File: config.mk
export PLATFORM = sky130hd
export DESIGN_NAME = square_oscillator
export DESIGN_NICKNAME = d
export VERILOG_FILES = /design/src/rtl/square_oscillator.sv
export SDC_FILE = /design/constraint.sdc
export NUM_CORES = 1
export LEC_CHECK = 0
export BUFFER_PORTS_ARGS = -buffer_cell sky130_fd_sc_hd__buf_2
export CORE_MARGIN = 5
export CORE_UTILIZATION = 52
export DETAILED_ROUTE_END_ITERATION = 12
export PLACE_DENSITY = 0.9
export SLEW_MARGIN = 20
export SYNTH_ARGS = -nofsm -noshare
export SYNTH_HDL_FRONTEND = slang
export SYNTH_SLANG_ARGS = --single-unit
File: constraint.sdc
create_clock -name clk -period 4.4 [get_ports clk]
set_clock_uncertainty 0.2 [all_clocks]
set_input_delay 1.1 -clock clk [delete_from_list [all_inputs] [get_ports clk]]
set_output_delay 1.1 -clock clk [all_outputs]
set_load 0.1 [all_outputs]
File: src/rtl/square_oscillator.sv
// Square-wave oscillator voice with externally loadable (counter, sample) state.
// Define SQUARE_LOWPASS_EN to add a single-pole IIR low-pass stage on filt_out.
module square_oscillator #(
    parameter int WIDTH        = 32,
    parameter int AMP_SHIFT    = 20,
    parameter int FILTER_SHIFT = 4
) (
    input  logic             clk,
    input  logic             reset,
    input  logic             set,
    input  logic [WIDTH-1:0] set_sample,
    input  logic [WIDTH-1:0] set_counter,
    input  logic [WIDTH-1:0] wave_length,
    output logic [WIDTH-1:0] counter,
    output logic [WIDTH-1:0] out,
    output logic [WIDTH-1:0] filt_out
);

    localparam logic [WIDTH-1:0] AMP_LEVEL  = WIDTH'(1) << AMP_SHIFT;
    localparam logic [WIDTH-1:0] IDLE_LEVEL = ~AMP_LEVEL + WIDTH'(1);

    logic [WIDTH-1:0] half_raw;
    logic [WIDTH-1:0] half;
    logic [WIDTH-1:0] cur_sample;
    logic [WIDTH-1:0] cur_count;
    logic [WIDTH:0]   count_inc;
    logic             wrap;
    logic [WIDTH-1:0] next_counter;
    logic [WIDTH-1:0] next_out;

    assign half_raw = wave_length >> 1;
    assign half     = (half_raw == '0) ? WIDTH'(1) : half_raw;

    // One extra bit keeps a loaded all-ones counter from wrapping past the compare.
    always_comb begin
        // NOTE: every combinational output gets a default first so no path infers a latch.
        cur_sample   = out;
        cur_count    = counter;
        next_counter = '0;
        next_out     = '0;
        if (set) begin
            cur_sample = set_sample;
            cur_count  = set_counter;
        end
        count_inc = {1'b0, cur_count} + (WIDTH+1)'(1);
        wrap      = count_inc >= {1'b0, half};
        if (wrap) begin
            next_counter = '0;
            next_out     = -cur_sample;
        end else begin
            next_counter = count_inc[WIDTH-1:0];
            next_out     = cur_sample;
        end
    end

    always_ff @(posedge clk or posedge reset) begin
        // NOTE: registers use non-blocking assignments so every flop samples pre-edge values.
        if (reset) begin
            counter <= '0;
            out     <= IDLE_LEVEL;
        end else begin
            counter <= next_counter;
            out     <= next_out;
        end
    end

`ifdef SQUARE_LOWPASS_EN
    logic signed [WIDTH-1:0] y;
    logic signed [WIDTH-1:0] diff;

    // Filter input is the registered sample, so y trails out by one cycle.
    assign diff = $signed(out) - y;

    always_ff @(posedge clk or posedge reset) begin
        if (reset) begin
            y <= '0;
        end else begin
            y <= y + (diff >>> FILTER_SHIFT);
        end
    end

    assign filt_out = y;
`else
    assign filt_out = out;
`endif

endmodule

# Word-level counts from Yosys, hierarchy flattened

Cells that the tools add are included.

Logic and storage cells: 11
Register bits: 64
Output and inout bits: 96

$lt $le $gt $ge: 1
Multiplexer cells: 5
Reduce and logical (&&, ||, !) cells: 1
Add/sub/neg operators: 2

Operator list:

| operator                | count |
|---|---|
| $mux W32                | 4 |
| $add A32 B1 Y33 const B | 1 |
| $ge A33 B31 Y1          | 1 |
| $logic_not A32 Y1       | 1 |
| $neg A32 Y32            | 1 |
| $mux W31                | 1 |

# Logic depth before layout (Yosys ltp)

Gate-level depths: netlist (run 1).

Depth after elaboration: 4
Depth in mapped cells: 25

# Least setup slack after synthesis (run 1)

No wires, ideal clock.

Kind: in2reg
Start: in set
End: reg out[14] (netlist: filt_out[14])
Cell stages on the path: 24
Path slack: -1.926 ns
Arrival: 5.996 ns
Buffers on the path: 9
Path through: buf_2 -> buf_2 -> buf_2 -> buf_2 -> buf_1 -> buf_2 -> buf_1 -> mux2_2 -> ha_1 -> o21ai_1 -> a211oi_1 -> and3_1 -> clkbuf_1 -> nor3b_1 -> xnor2_1 -> ha_1 -> a2111oi_0 -> o21ai_0 -> a21oi_1 -> o32ai_1 -> a221oi_2 -> buf_2 -> nor2_1 -> xnor2_1

Cells in the longest elaborated chain, start to end: 4
Elaborated cells on any way between the ends: 6
Classes of those cells: add/sub: 2; order compare: 1; mux: 3

Ends and longest elaborated chain:

| what                 | line | source |
|---|---|---|
| start, declared      | 10   | `input logic set,` |
| $mux W32             | 41   | `if (set) begin` |
| $add A32 B1 Y33      | 45   | `count_inc = {1'b0, cur_count} + (WIDTH+1)'(1);` |
| $ge A33 B31 Y1       | 46   | `wrap = count_inc >= {1'b0, half};` |
| $mux W32 (*)         | 47   | `if (wrap) begin` |
| via next_out[14]     | 29   | `logic [WIDTH-1:0] next_out;` |
| end signal, assigned | 63   | `out <= next_out;` |
| end, declared        | 15   | `output logic [WIDTH-1:0] out,` |

Mark *: on every way through the listed nets, which the timed path passes. The rest lies on a longest branch.

# Worst setup path in the final report (run 1)

Start: in set
End: reg out[22] (netlist: filt_out[22])

The elaborated chain is that of the path after synthesis.

==> results.cfg, run 1 <==
[outcome]
status = finished with violations
violations = setup timing

[place]
placedCellCount = 973
port_buffers = 193
place.gp.congestion = 0.8778
hpwlAfterDp_um = 13100

[route]
met1_length_um = 7491
vias = 6066
detail-route-antenna-nets = 0
wirelength_um = 20370
viasPerCell = 5.912
dr_wl_met2_um = 10120
met3WireLength_um = 1825
drt-initial-drc-count = 518
highest_layer = met4
firstDrtPassIters = 5
drc = 0
post_drt_wl_per_cell_um = 19.85

[finish]
final_cell_mix = buf_2, buf_4, dfrtp_1
fin_nets = 1017
final_common_cell = buf_2
seq_area_mm2 = 0.001617
drive_above_1_share_pct = 49.44
diodes = 0
multi_input_area_mm2 = 0.003973
syn2layout_area_growth_pct = 43.86
fill_cells = 676
fin_cells = 1026

[sta]
setup_viol = 62
rsz0062_at_grt = yes
max_freq_mhz = 206.2
worst_slack_ps = -448.7
worst_pin_slew_ps = 808.1
fin_crit_ps = 4849
fin_crit_sh_pct = 110.2
fin_setup_tns_ps = -22230
slew_viol_final = 0
hold_viol = 0
max_slew_margin_pct = 46.13

[pwr]
clkPwrFrac_pct = 10.8
switching_share_pct = 64.24
p_int_mw = 1.564
pwr-share-seq_pct = 21.1
p_switching_mw = 2.810
vdd_drop_max_v = 0.0006454
power.leakage_nw = 3.945
pwr-share-comb_pct = 68.1
power_density_mw_per_mm2 = 544.6

[global_route]
grt_pass1_vias = 5874
track_usage_pct = 27.15
antenna_found_initial = 0
grt_pass1_wl_um = 28580
grt_max_degree = 72
gr-total-overflow = 0

[setup_path]
endpoint_kind = flip-flop
worstSetupPathType = primary input to flip-flop
cp_slowest_stage_delay_ps = 350
critPathArrivalTime_ps = 4900
cpMostUsedCell = buf_6
crit_path_cell_trace = buf_8, buf_6, buf_6, nand4b_4, a211oi_4, buf_6, buf_4, o2111ai_1, buf_4, nor3_1, nor3_2, a21oi_1, ha_1, nand4_1, nor4_4, a21oi_2, o32ai_4, a221o_2, buf_12, buf_12, o21ai_2, xor2_1
cp_top_family = compound AO/OA/AOI/OAI gates
crit_fanout = 6
worstRegToRegCells = 19
cpMaxStageDelayCell = a221o_2
critPathBufInv = 8
cp.required_ps = 4450
start_kind = primary input
path_depth = 22

[floorplan]
start_util_pct = 53.60
die_h_um = 113.6
num_rows = 37
die_area_mm2 = 0.01291
ios = 195
die_w_um = 113.6
coreArea_mm2 = 0.01042

[synth]
synth_fp_nets = 764
synthFlopType = dfrtp_1
ys_seq_area_share_pct = 28.96
ys_ff_latch = 64
synth_edf_count = 0
avgSynthCellArea_um2 = 8.834
yosysWarnings = 0
async_reset_ff_share_pct = 100.0
syn_area_mm2 = 0.005583
synth_cell_types = 63
synth_cells = 632

[job]
cap_violations = 0

[clocking]
clock_latency_ps = 340
ctsHoldBuffers = 0
clock-sinks = 64
cts_buffers = 9
clk_pin_slew_ps = 70
cts_tree = built
cts-root-buf = clkbuf_8
htree_levels = 3
cts_buffer_depth = 2

[min_path]
min-delay-path-class = flip-flop to flip-flop
min_path_cells = 2
==> worst register-to-register path, cell delays in order (launching register included) <==
cell and delay (ps):
dfrtp_1 410, nand3b_1 170, a221o_1 420, a211oi_2 240, buf_4 200, buf_4 120
nand2_1 60, xor2_1 160, mux2i_1 240, ha_1 320, buf_4 150, nand4_1 180
nor4_4 80, a21oi_2 220, o32ai_4 150, a221o_2 350, buf_12 160, buf_12 130
o21ai_2 50, xor2_1 230
==> stage by stage <==
step                      utilization [%]  setup slack (ps)  hold slack, ps  power [mW]  instance area (um2)
after global routing                77.11            -551.7           433.2       4.517                 8031
after CTS                           72.79            -151.3           419.5       4.242                 7582
after floorplan                         -            -760.0           624.3       3.376                 5738
after global placement              67.21            -561.2           369.1       3.664                 7000
final                               77.11            -448.7           424.9       4.374                 8031
after detailed placement            67.21            -710.5           401.4       3.708                 7000
==> layer usage <==
layer / global-route usage (%) / up-vias
met4: 9.936 / 0
li1: - / 2711
met3: 4.509 / 96
met5: 0 / -
met1: 32.44 / 2903
met2: 48.80 / 356
==> registers in the layout, summed over array words and instances, names as in the netlist <==
signal / count
counter: 32
filt_out: 32
==> path summary, 6_finish.rpt <==
| kind | end | from | slack [ps] |
|---|---|---|---|
| setup reg to reg | filt_out[22] | counter[7] | 100 |
| min in group asynchronous | filt_out[19] | reset | 680 |
| hold / removal | filt_out[28] | filt_out[28] | 420 |
| setup / recovery | filt_out[22] | set | -450 |
| max in group asynchronous | counter[7] | reset | 2400 |
| hold reg to reg | filt_out[28] | filt_out[28] | 420 |
==> cells by family after synthesis <==
family          share of synthesized area (%)
fa+ha+maj                               7.396
xor+xnor                                10.51
buf+inv                                 8.942
other cells                           0.06717
mux                                     10.89
compound gates                          10.65
flops                                   28.96
simple gates                            22.59
==> cells in the mapped netlist, types with 4 or more instances <==
cell | number | area share, %
nor4_1 | 14 | 1.6
nand2b_1 | 10 | 1.1
mux2i_1 | 54 | 9.7
buf_4 | 34 | 4.6
xor2_1 | 43 | 6.7
o32ai_1 | 6 | 0.94
xnor2_1 | 24 | 3.8
inv_1 | 39 | 2.6
a21oi_1 | 24 | 2.2
dfrtp_1 | 52 | 23
and3_1 | 6 | 0.67
nor2b_1 | 5 | 0.56
nor3b_1 | 5 | 0.67
nand3_1 | 14 | 1.3
and2_1 | 31 | 3.5
o21ai_1 | 4 | 0.36
nand2_1 | 54 | 3.6
ha_1 | 33 | 7.4
dfstp_2 | 12 | 5.6
nor2_1 | 28 | 1.9
buf_2 | 12 | 1.1
nor3_1 | 22 | 2.0
mux2_2 | 6 | 1.2
o21ai_0 | 16 | 1.4
nand4_1 | 18 | 2.0
nand3b_1 | 5 | 0.67
o21ai_2 | 8 | 1.3
==> layout make-up <==
type	instances	share of cell area, %
multi-input cells	475	49.46
repair buffers	295	24.24
flip-flops and latches	64	20.13
well taps	136	2.119
clock buffers	12	1.932
inverters	40	1.869
clock inverters	4	0.2493
==> power by group through the flow <==
stage          Combinational (mW)  Sequential (mW)  Clock [mW]
5_1_grt                      3.06            0.952       0.504
3_3_place_gp                 2.75            0.917           0
2_1_floorplan                1.45             1.93           0
6_report                     2.98            0.925       0.470
3_5_place_dp                 2.78            0.928           0
4_1_cts                      2.85            0.919       0.471
==> timing repair <==
| item | in CTS | in global routing |
|---|---|---|
| resized for setup | 49 | 68 |
| setup buffers | 15 | 19 |
| pin swaps | 17 | 33 |
| endpoints found under the hold margin | 0 | 0 |
| cloned | 2 | 5 |
| setup endpoints to repair | 62 | 62 |
Note: power is estimated with default switching activity, not from simulation.
==> run 2, diff against run 1 <==
--- a/config.mk
+++ b/config.mk
@@ -5,9 +5,11 @@
 export SDC_FILE = /design/constraint.sdc
 export NUM_CORES = 1
 export LEC_CHECK = 0
+export ABC_AREA = 1
 export BUFFER_PORTS_ARGS = -buffer_cell sky130_fd_sc_hd__buf_2
+export CAP_MARGIN = 0
 export CORE_MARGIN = 5
-export CORE_UTILIZATION = 52
+export CORE_UTILIZATION = 53
 export DETAILED_ROUTE_END_ITERATION = 12
 export PLACE_DENSITY = 0.9
 export SLEW_MARGIN = 20
==> run 2 against run 1 <==
Effect of this change:
- the flow now finishes without violations
- hold slack lost 110 ps
- total power fell by 25%
- first-iteration DRC count rose by 34%
- combinational power fell by 39%
- wire length fell by 4.0%
- synthesized cell count is 52% higher
- non-clock buffer count increased by 2
- die area is 6.4% higher
- maximum frequency is 14% higher
- global-route usage grew 0.15 points
- critical endpoint unchanged
==> results.cfg, run 2 <==
[sta]
max_slew_margin_pct = 43.04
fin_crit_ps = 4244
slew_viol_final = 0
setup_viol = 0
worst_pin_slew_ps = 854.3
max_freq_mhz = 235.6
fin_crit_sh_pct = 96.46
whs_ps = 317.0
hold_viol = 0
fin_setup_tns_ps = 0

[setup_path]
r2r_slack_ps = 810
crit-reg2reg-launch = counter[0]
crit_fanout = 17
worstSetupPathType = primary input to flip-flop
worstRegToRegCells = 28
endpoint_kind = flip-flop
critPathArrivalTime_ps = 4320
r2r-end = filt_out[22]
start_kind = primary input
cp.required_ps = 4470

[clocking]
cts-root-buf = clkbuf_16
cts_buffers = 9
cts_buffer_depth = 2
htree_levels = 3
clock_latency_ps = 340
clk_pin_slew_ps = 60
clock-sinks = 64
ctsHoldBuffers = 0
cts_tree = built

[min_path]
hp-start = filt_out[0]
min-delay-path-class = flip-flop to flip-flop
hold_end = filt_out[0]
min_path_cells = 2

[route]
drt-initial-drc-count = 695
post_drt_wl_per_cell_um = 14.41
wirelength_um = 19560
vias = 7036
drc = 0
firstDrtPassIters = 5
detail-route-antenna-nets = 0
viasPerCell = 5.185

[pwr]
power.leakage_nw = 4.669
vdd_drop_max_v = 0.0004929
power_density_mw_per_mm2 = 408.5

[synth]
synth.most_common_cell = nand2_1
synth_cell_types = 39
yosys-top-cells-count = nand2_1, inv_1, nor2_1
synth_xor_area_share_pct = 7.337
synthFlopType = dfrtp_1
ys_seq_area_share_pct = 26.55
synth_fa_ha_area_share_pct = 6.782
synth.area.top_cells = dfrtp_1, nand2_1, inv_1
ys_ff_latch = 64
async_reset_ff_share_pct = 100.0
synth_cells = 958
synth_top_area_share_pct = 21.37
avgSynthCellArea_um2 = 6.355
synth_mux_area_share_pct = 0
synth-simple-area-share_pct = 38.57
synth_edf_count = 0
yosys.area.top_type = dfrtp_1
synth_compound_area_share_pct = 4.131
synth_top_family_by_area = simple AND/OR/NAND/NOR gates
synth_fp_nets = 1090
yosysWarnings = 0
syn_area_mm2 = 0.006088

[global_route]
grt_pass1_wl_um = 29690
track_usage_pct = 27.31
gr-total-overflow = 0
grt_max_degree = 65
antenna_found_initial = 0
grt_pass1_vias = 6475

[floorplan]
start_util_pct = 53.78
ios = 195
die_w_um = 117.2
die_area_mm2 = 0.01373
die_h_um = 117.2
coreArea_mm2 = 0.01132
num_rows = 39

[finish]
drive_above_1_share_pct = 30.26
syn2layout_area_growth_pct = 32.02
final_common_cell = nand2_1
fin_nets = 1340
final_cell_mix = nand2_1, buf_2, inv_1
final_area_mm2 = 0.008038

[place]
hpwlAfterDp_um = 15190
dpl_cell_area_mm2 = 0.007570
port_buffers = 193
place.gp.congestion = 0.9460

[job]
cap_violations = 0

[outcome]
status = finished, final reports clean
==> run 2: changes by cell type in the layout (fill, tap and decap cells not counted), sizes merged, moves of 14 or more <==
cell / before / now
mux2i: 54 / 0
and2: 31 / 3
nand3: 15 / 57
nand2: 54 / 339
inv: 40 / 144
xnor2: 24 / 10
nor2: 28 / 117
==> run 2: kinds of logic (layout without fill, tap and decap cells) <==
logic type | count (synthesis) | in the layout
buffers and inverters | 202 | 457
flip-flops | 64 | 64
AND/OR/NAND/NOR | 561 | 561
adder cells (fa/ha/maj) | 33 | 33
other | 1 | 2
XOR/XNOR | 51 | 51
AO/OA/AOI/OAI | 46 | 46
==> run 2: worst max-delay path by stage <==
stage          from            to  cells past startpoint
6_report        set  filt_out[22]                     22
5_1_grt         set  filt_out[22]                     22
4_1_cts         set   filt_out[6]                     30
3_5_place_dp    set   filt_out[6]                     30
3_3_place_gp    set   filt_out[6]                     28
2_1_floorplan   set   filt_out[9]                     27
==> run 2: layout make-up <==
cell class,instances,area (um2)
fill,872,3283
tap,143,178.9
clock buffer,13,250.2
sequential,64,1617
timing repair buffer,297,1829
multi-input combinational,692,3572
inverter,144,545.5
antenna,1,2.502
clock inverter,3,42.54
==> run 2: where the power goes <==
| part | internal, mW | switching [mW] |
|---|---|---|
| Sequential | 0.681 | 0.0518 |
| Combinational | 0.353 | 1.48 |
| Clock | 0.454 | 0.268 |
| Total | 1.49 | 1.80 |
==> run 2: what timing repair did <==
action | 4_1_cts | 5_1_grt
cloned | 0 | 2
endpoints found under the hold margin | 0 | 0
setup endpoints to repair | 2 | 62
pin swaps | 0 | 2
buffers inserted | 0 | 1
gates resized for setup | 1 | 26
==> run 2: through the flow <==
step	util, %	cells	total power [mW]	setup WS [ps]
3_3_place_gp	66.87	1337	2.502	-196.7
5_1_grt	70.98	1356	3.423	-67.25
2_1_floorplan	-	958	2.256	7.922
3_5_place_dp	66.87	1337	2.530	-322.4
6_report	71.00	1357	3.284	155.7
4_1_cts	69.47	1353	3.249	104.7
==> run 2: layer usage <==
metal | track usage (%) | vias to the layer above | part of all wire (%)
li1 | - | 3395 | -
met1 | 34.03 | 3194 | 40
met2 | 47.10 | 384 | 49
met3 | 4.473 | 63 | 8.7
met4 | 10.78 | 0 | 3.2
met5 | 0 | - | 0
==> run 2: critical path: stages <==
cell and delay (ps):
buf_6 140, inv_6 80, buf_12 120, nand2_1 50
nand2_1 110, buf_4 140, nand2_1 120, nor2_1 210
nand2_1 140, or3_1 370, xor2_1 290, ha_1 290
nand2_1 80, nor2_1 60, nand4_1 60, inv_1 60
a31oi_1 210, nand2_2 110, nand2_4 110, buf_4 230
nand3_1 110, nand2_1 110
==> run 3, diff against run 2 <==
--- a/config.mk
+++ b/config.mk
@@ -9,9 +9,10 @@
 export BUFFER_PORTS_ARGS = -buffer_cell sky130_fd_sc_hd__buf_2
 export CAP_MARGIN = 0
 export CORE_MARGIN = 5
-export CORE_UTILIZATION = 53
+export CORE_UTILIZATION = 54
+export CTS_BUF_LIST = sky130_fd_sc_hd__clkbuf_2 sky130_fd_sc_hd__clkbuf_4 sky130_fd_sc_hd__clkbuf_8
 export DETAILED_ROUTE_END_ITERATION = 12
-export PLACE_DENSITY = 0.9
+export PLACE_DENSITY = 0.91
 export SLEW_MARGIN = 20
 export SYNTH_ARGS = -nofsm -noshare
 export SYNTH_HDL_FRONTEND = slang
==> run 3 against run 2 <==
Effect of this change:
- via count fell by 1.4%
- register-to-register slack got worse by 110 ps
- count of clock-buffer cells in the layout fell by 3
- first-iteration DRC count fell by 30%
==> results.cfg, run 3 (synthesis gave the netlist of run 2 again) <==
[global_route]
grt_max_degree = 46
grt_pass1_vias = 6556
met3_usage_pct = 4.870
grt_pass1_wl_um = 30390
gr-total-overflow = 0
antenna_found_initial = 0
top_usage_layer = met2
track_usage_pct = 27.90
use_met1_pct = 34.89
grt_util_met2_pct = 49.90

[clocking]
cts-root-buf = clkbuf_8
cts_tree = built
clock_latency_ps = 350
cts_buffer_depth = 2
ctsHoldBuffers = 0
htree_levels = 3
cts_buffers = 9
clock-sinks = 64
clk_pin_slew_ps = 70

[setup_path]
crit-reg2reg-launch = counter[0]
cp.required_ps = 4440
critPathArrivalTime_ps = 4240
crit_fanout = 16
cp_slowest_stage_delay_ps = 240
start_kind = primary input
r2r-end = filt_out[10]
endpoint_kind = flip-flop
cpMaxStageDelayCell = ha_1
cpMostUsedCell = nand2_1
worstRegToRegCells = 27
r2r_slack_ps = 700
worstSetupPathType = primary input to flip-flop

[sta]
fin_crit_sh_pct = 95.65
max_slew_margin_pct = 40.45
rsz0062_at_grt = no
worst_pin_slew_ps = 892.0
slew_viol_final = 0
max_freq_mhz = 237.6
setup_viol = 0
hold_viol = 0
fin_crit_ps = 4209

[place]
dpl_cell_area_mm2 = 0.007541
placedCellCount = 1329
hpwlAfterDp_um = 15630
port_buffers = 193
place.gp.congestion = 0.9449

[finish]
final_area_mm2 = 0.007785
drive_above_1_share_pct = 29.05
fill_cells = 897
diodes = 0
final_cell_mix = nand2_1, buf_2, inv_1
fin_cells = 1345
syn2layout_area_growth_pct = 27.87
fin_nets = 1332
final_common_cell = nand2_1

[min_path]
min-delay-path-class = flip-flop to flip-flop
min_path_cells = 2
hold_end = filt_out[0]
hp-start = filt_out[0]

[floorplan]
num_rows = 38
die_w_um = 116.2
die_area_mm2 = 0.01350
die_h_um = 116.2
ios = 195
start_util_pct = 55.68
coreArea_mm2 = 0.01094

[route]
drc = 0
firstDrtPassIters = 6
drt-initial-drc-count = 485
detail-route-antenna-nets = 0
vias = 6935
wirelength_um = 18970
post_drt_wl_per_cell_um = 14.10
viasPerCell = 5.156

[pwr]
power_density_mw_per_mm2 = 392.4
vdd_drop_max_v = 0.0004372
power.leakage_nw = 4.551

[job]
cap_violations = 0

[outcome]
status = finished, final reports clean
## run 3: cell count changes in the layout (fill, tap and decap cells not counted), sizes merged
cell / change
clkinvlp: +1
clkbuf: -5
buf: -6
diode: -1
clkinv: +2
## run 3: critical path, delay by kind of cell
| family | cells | cell delay [ps] |
|---|---|---|
| simple gates | 21 | 1980 |
| fa+ha+maj | 2 | 410 |
| compound gates | 1 | 190 |
| buf+inv | 5 | 550 |
## run 3: per-stage QoR
| step | setup slack, ps | hold slack, ps | setup TNS, ps | utilization [%] | power (mW) |
|---|---|---|---|---|---|
| after floorplan | 7.922 | 621.2 | 0 | - | 2.256 |
| after global placement | -257.0 | 311.5 | -14550 | 68.96 | 2.501 |
| after detailed placement | -303.6 | 318.2 | -16830 | 68.96 | 2.534 |
| after CTS | 37.88 | 336.7 | 0 | 70.71 | 3.043 |
| after global routing | 29.41 | 370.3 | 0 | 71.19 | 3.185 |
| final | 191.3 | 339.6 | 0 | 71.19 | 3.055 |
## run 3: area by class of cell
cell class / instances / area [um2] / area share [%]
clock inverter: 6 / 60.06 / 0.7715
multi-input combinational: 692 / 3506 / 45.03
inverter: 144 / 545.5 / 7.007
clock buffer: 10 / 131.4 / 1.688
timing repair buffer: 289 / 1750 / 22.48
tap: 140 / 175.2 / 2.250
sequential: 64 / 1617 / 20.77
## run 3: metal layers
metal	vias up	wire length, um
met5	-	0
met4	0	463
met3	49	1599
met2	347	9282
met1	3160	7626
li1	3379	-
## run 3: timing repair
action / in CTS / in global routing
resized for setup: 0 / 14
endpoints found under the setup margin: 0 / 62
setup buffers: 0 / 0
## run 3: worst max path at each step
| stage | start | to | slack (ps) | cells after the start |
|---|---|---|---|---|
| after floorplan | set | filt_out[9] | 8 | 27 |
| after global placement | set | counter[23] | -260 | 24 |
| after detailed placement | set | counter[5] | -300 | 29 |
| after CTS | set | counter[6] | 40 | 23 |
| after global routing | set | filt_out[10] | 30 | 26 |
| final | set | filt_out[10] | 190 | 29 |
## run 3: power breakdown
| group | switching, mW | total [mW] | internal [mW] | leakage (nW) |
|---|---|---|---|---|
| combinational | 1.46 | 1.80 | 0.341 | 3.66 |
| clock | 0.251 | 0.516 | 0.265 | 0.0955 |
| sequential | 0.0549 | 0.735 | 0.680 | 0.798 |
